--- src/rtl/updown_counter_bank.sv ---
// updown_counter_bank: a bank of independent, loadable up/down counters.
// Each channel can either wrap or saturate at its boundaries; this is fixed
// per instance by a parameter. Each channel reports:
//   - terminal-count decodes (at_max, at_min) taken from the count register,
//   - a one-cycle registered boundary event (bound_evt),
//   - a sticky boundary flag (bound_sticky) that firmware clears with clr_flags.
module updown_counter_bank #(
  parameter int WIDTH    = 4,
  parameter int CHANNELS = 2,
  parameter int SATURATE = 0
) (
  input  logic                        clk,
  input  logic                        reset,
  input  logic [CHANNELS-1:0]         up,
  input  logic [CHANNELS-1:0]         down,
  input  logic [CHANNELS-1:0]         load,
  input  logic [CHANNELS*WIDTH-1:0]   load_data,
  input  logic [CHANNELS-1:0]         clr_flags,
  output logic [CHANNELS*WIDTH-1:0]   count,
  output logic [CHANNELS-1:0]         at_max,
  output logic [CHANNELS-1:0]         at_min,
  output logic [CHANNELS-1:0]         bound_evt,
  output logic [CHANNELS-1:0]         bound_sticky
);

  localparam logic [WIDTH-1:0] CNT_MAX = '1;
  localparam logic [WIDTH-1:0] CNT_MIN = '0;
  localparam logic [WIDTH-1:0] CNT_ONE = {{(WIDTH-1){1'b0}}, 1'b1};

  for (genvar i = 0; i < CHANNELS; i++) begin : g_ch
    logic [WIDTH-1:0] cnt_q;
    logic [WIDTH-1:0] cnt_d;
    logic             evt_q;
    logic             evt_d;
    logic             sticky_q;
    logic             inc_req;
    logic             dec_req;

    // up and down together cancel, so only a lone request moves the count.
    assign inc_req = up[i] & ~down[i];
    assign dec_req = down[i] & ~up[i];

    // Next-state selection: load > single-direction step > hold.
    always_comb begin
      // NOTE: every output of this block gets a default first, so no path
      // leaves a value unassigned and no latch is inferred.
      cnt_d = cnt_q;
      evt_d = 1'b0;
      if (load[i]) begin
        cnt_d = load_data[i*WIDTH +: WIDTH];
      end else if (inc_req) begin
        if (cnt_q == CNT_MAX) begin
          evt_d = 1'b1;
          if (SATURATE == 0) cnt_d = CNT_MIN;
        end else begin
          cnt_d = cnt_q + CNT_ONE;
        end
      end else if (dec_req) begin
        if (cnt_q == CNT_MIN) begin
          evt_d = 1'b1;
          if (SATURATE == 0) cnt_d = CNT_MAX;
        end else begin
          cnt_d = cnt_q - CNT_ONE;
        end
      end
    end

    // Channel state registers; reset is synchronous and overrides every
    // other input. When a new event and a clear arrive together, the set wins.
    always_ff @(posedge clk) begin
      // NOTE: non-blocking assignments so that every register samples the
      // pre-edge value of its neighbours, independent of statement order.
      if (reset) begin
        cnt_q    <= CNT_MIN;
        evt_q    <= 1'b0;
        sticky_q <= 1'b0;
      end else begin
        cnt_q    <= cnt_d;
        evt_q    <= evt_d;
        sticky_q <= evt_d | (sticky_q & ~clr_flags[i]);
      end
    end

    assign count[i*WIDTH +: WIDTH] = cnt_q;
    assign at_max[i]               = (cnt_q == CNT_MAX);
    assign at_min[i]               = (cnt_q == CNT_MIN);
    assign bound_evt[i]            = evt_q;
    assign bound_sticky[i]         = sticky_q;
  end

endmodule

--- config.mk ---
export PLATFORM = sky130hd
export DESIGN_NAME = updown_counter_bank
export DESIGN_NICKNAME = d
export VERILOG_FILES = /design/src/rtl/updown_counter_bank.sv
export SDC_FILE = /design/constraint.sdc
export NUM_CORES = 1
export LEC_CHECK = 0
export BUFFER_PORTS_ARGS = -buffer_cell sky130_fd_sc_hd__buf_2
export CAP_MARGIN = 20
export CORE_UTILIZATION = 51
export DETAILED_ROUTE_END_ITERATION = 7
export GPL_ROUTABILITY_DRIVEN = 0
export PLACE_DENSITY_LB_ADDON = 0.05
export SLEW_MARGIN = 25
export SYNTH_ARGS = -nofsm -noshare
export SYNTH_HDL_FRONTEND = slang
export SYNTH_SLANG_ARGS = --single-unit
--- constraint.sdc ---
create_clock -name clk -period 2.37 [get_ports clk]
set_input_delay 0.1185 -clock clk [delete_from_list [all_inputs] [get_ports clk]]
set_output_delay 0.1185 -clock clk [all_outputs]
set_load 0.02 [all_outputs]
Yosys cells after proc, flatten, opt, wreduce, memory -nomap -nowiden:

Cells that the tools add are included.

* register bits after elaboration: 12
* latch bits: 0
* bits in writable memories: 0
* ROM bits: 0
* memories: 0

* add/subtract/negate cells: 4
* multiply operators: 0
* div/mod/pow operators: 0
* $lt $le $gt $ge: 0
* equality and inequality tests: 2
* shift-type cells: 0
* multiplexer cells: 20
* bitwise gates (word level): 14
* reduce and logical (&&, ||, !) cells: 4

Operator list (number)
* 4-bit 2-to-1 mux: 10
* 1-bit 2-to-1 mux: 10
* 4-bit by 1-bit adder with 4-bit output, second input constant: 2
* 4-bit == test, second input constant: 2
* 4-bit logical NOT: 2
* 4-bit by 1-bit subtractor with 4-bit output, second input constant: 2
* 1-bit AND: 6
* 1-bit NOT: 6
* 3-bit nonzero test: 2
* 1-bit bitwise OR: 2

Depth between registers and ports, before layout:

* depth after elaboration: 6
* mapped depth: 6
* depth with buffers taken out: 6

Worst setup path after synthesis:

OpenSTA, ideal clock, no wires.

* path type: reg2reg
* start point: register g_ch[0].cnt_q[0]
* end point: register g_ch[0].cnt_q[0]
* setup time: 0.091 ns
* data arrival time: 1.585 ns
* data required time: 2.279 ns
* setup slack: 0.694 ns
* cell stages (with the launch flop): 7
* path buffers: 0
* period minus slack after synthesis: 1.676 ns
* cell sequence: dfxtp_1 -> inv_1 -> ha_1 -> nor3b_4 -> nand2b_1 -> a221o_1 -> a311oi_1

* cells in the longest elaborated chain, start to end: 5
* elaborated cells on any way between the ends: 9

RTL lines
* start: declaration: line 31 `logic [WIDTH-1:0] cnt_q;`
* start signal: assignment: line 78 `cnt_q <= cnt_d;`
* 4-bit logical NOT
* via at_min[0]: line 21 `output logic [CHANNELS-1:0] at_min,`
* 4-bit 2-to-1 mux: line 59 `if (cnt_q == CNT_MIN) begin`
* 4-bit 2-to-1 mux: line 58 `end else if (dec_req) begin`
* 4-bit 2-to-1 mux: line 51 `end else if (inc_req) begin`
* 4-bit 2-to-1 mux: line 49 `if (load[i]) begin`

The timed path passes the listed nets, and every way through them passes these cells. The select of a mux whose other input is x is not followed.
A chain may end at the register's enable or synchronous reset.

Worst setup path in the final report:

* start point: register g_ch[0].cnt_q[0]
* end point: register g_ch[0].cnt_q[0]

* cells in the longest elaborated chain, start to end: 5
* elaborated cells on any way between the ends: 9

RTL lines (line)
* 4-bit by 1-bit subtractor with 4-bit output / 4-bit logical NOT (equally long branches): 63, 59
* 4-bit 2-to-1 mux: 59
* 4-bit 2-to-1 mux: 58
* 4-bit 2-to-1 mux (*): 51
* 4-bit 2-to-1 mux (*): 49

Every way passes the cells marked *; elsewhere a longest branch is shown, timed or not. The select of a mux whose other input is x is not followed.

==> results.toml <==
[sta]
slew_viol_final = 0
rsz0062_at_grt = "no"
fmax_ghz = 0.6267
setup_viol = 0
clock_skew_ns = 0.004542
min_period_over_period = 0.6733
tightestPinTransition_ns = 0.4926
hold_viol = 0
max_slew_margin = 0.6709
fin_tns_setup_ns = 0
min_period_ns = 1.596

[yosys]
synthesis.area_sq_um = 862.1
synth.avg_cell_area_sq_um = 7.982
yosys_register_bits = 12
ys_async_sr_fraction = 0
synth_flop_cell = "dfxtp_1"
ys_warn_count = 0
synth_largest_area_cell = "dfxtp_1"
netlist_instances = 108
syn_nets = 130
yosys.area.top_type_share = 0.2787
synth_edf_count = 0
synthTopCellsByArea = "dfxtp_1, a21oi_1, ha_1"
synth_common_cells = "a21oi_1, dfxtp_1, nor2_1"
synth-seq-area-share = 0.2787
yosysUniqueCellTypes = 39

[floorplanning]
initial_utilization = 0.5593
die_area_sq_um = 1859
boundaryPins = 34
chipWidth_um = 43.12
fp.dieH_um = 43.12
row_count = 14
coreArea_sq_um = 1541

[final_layout]
utilization = 0.6648
area_growth_pct = 18.87
fin_nets = 159
diodes = 0
layout-drive-gt1-share = 0.3088

[setup_path]
slowest_stage = "dfxtp_1"
reg2reg_from = "g_ch[0].cnt_q[0]"
cp.arrival_ns = 1.78
crit_buf_inv = 1
crit_family = "compound AO/OA/AOI/OAI gates"
cp_max_fo = 9
required_ns = 2.56
slowest_delay_ns = 0.39
rrSetupSlack_ns = 0.77
cp-end-kind = "flop"
r2r_end = "g_ch[0].cnt_q[0]"
crit_chain = "inv_1, ha_1, nor3b_4, nand2b_1, a221o_1, a311oi_1"
reg2reg_depth = 6
critPathKind = "flop to flop"
startpoint_type = "flop"

[cts]
cts.sink_count = 12
cts_tree = "built"
post_cts_resized = 0
cts_buffer_depth = 2
ctsHtreeMaxLevel = 1
cts_root_buffer = "clkbuf_4"
clock_latency_ns = 0.27
post_cts_buffers = 0
cts_hold_buf = 0
clkTransAtPathRegs_ns = 0.08
cts_buffers = 3

[power_and_ir_drop]
total_power_uw = 570.6
p_leak_nw = 0.4871
vdd_drop_max_mv = 0.4534
p_per_area_nw_per_um2 = 556.8

[job]
maxCapViolations = 0

[detailed_routing]
wire_per_inst_um = 12.60
first_pass_iters = 4
viasPerCell = 5.770
drc = 0
drt_iter0_markers = 16
wl_um = 1915
via_count = 877
drtAntennaViolNets = 0

[run_status]
status = "finished, final reports clean"

[global_routing]
grt.total_usage = 0.2235
grt_pass1_wl_um = 3243
antenna_found_initial = 0
grt_pass1_vias = 752
grt_start_max_net_pins = 15
overflow = 0

[worst_hold_path]
holdPathStages = 3
hold_start = "load_data[2]"
holdCritPathClass = "input pin to flop"
min_to = "g_ch[0].cnt_q[2]"

[placed_design]
hpwlAfterDp_um = 1424
port_buffers = 33
state kept, by name (all words and copies together) (netlist names):
signal and count:
g_ch.cnt_q 8, g_ch.evt_q 2, g_ch.sticky_q 2
per-stage QoR:
stage | instance area (sq um) | instances | hold WS [ns] | worst slack, ns
3_5_place_dp | 988.4 | 148 | 0.3707 | 0.8036
4_1_cts | 1025 | 152 | 0.08648 | 0.7778
6_report | 1025 | 152 | 0.08951 | 0.7744
2_1_floorplan | 862.1 | 108 | 0.2645 | 0.6942
3_3_place_gp | 988.4 | 148 | 0.3697 | 0.8718
5_1_grt | 1025 | 152 | 0.09132 | 0.5960
layer usage:
layer	vias to the layer above	part of all wire	global-route usage
met2	30	0.45	0.3284
met5	-	0	0
met1	402	0.48	0.3247
met4	0	0	0.02424
met3	0	0.067	0.07660
li1	445	-	-
worst register-to-register path, delay by kind of cell, from the launching register on:
family | cells | cell delay [ns]
and+or+nand+nor | 2 | 0.31
buffers and inverters | 1 | 0.09
DFF | 1 | 0.39
AOI/OAI and AO/OA | 2 | 0.54
adders and majority gates | 1 | 0.19
cell families after synthesis:
logic type | Yosys count | synth area share
simple gates | 33 | 0.2264
compound gates | 41 | 0.3179
buf+inv | 16 | 0.09870
fa+ha+maj | 4 | 0.05806
xor+xnor | 2 | 0.02032
flops | 12 | 0.2787
placed cells by master, fill, tap and decap left out, types with 2 or more instances in the layout:
cell	count
dfxtp_1	12
a31oi_1	3
or2_1	2
nand2b_1	5
ha_1	4
o211ai_1	2
a22oi_1	4
nor2b_1	3
buf_2	33
nor3_1	3
inv_1	7
o2bb2ai_1	2
clkbuf_4	3
nor2_1	8
and3_1	2
o21ai_0	5
nand2_1	4
o21a_1	2
a21oi_1	12
o21ba_2	2
layout make-up:
cell class / instances / area, sq um
fillers: 159 / 516.7
well taps: 16 / 20.02
multi-input cells: 80 / 536.8
repair buffers: 33 / 165.2
clock buffers: 4 / 36.28
flip-flops and latches: 12 / 240.2
inverters: 7 / 26.28
how the worst max path moves through the flow:
stage                      from          endpoint  slack, ns  cells past startpoint
3_3_place_gp   g_ch[0].cnt_q[0]  g_ch[0].cnt_q[0]       0.87                      6
5_1_grt        g_ch[0].cnt_q[0]  g_ch[0].cnt_q[0]       0.60                      6
4_1_cts        g_ch[0].cnt_q[0]  g_ch[0].cnt_q[0]       0.78                      6
2_1_floorplan  g_ch[0].cnt_q[0]  g_ch[0].cnt_q[0]       0.69                      6
6_report       g_ch[0].cnt_q[0]  g_ch[0].cnt_q[0]       0.77                      6
3_5_place_dp   g_ch[0].cnt_q[0]  g_ch[0].cnt_q[0]       0.80                      6
power breakdown:
group,switching [mW],internal (mW),total [mW]
clock network,0.0682,0.0935,0.162
registers,0.0292,0.216,0.245
logic,0.0897,0.0745,0.164
total,0.187,0.383,0.571
Power figures use the tool's default switching activity.
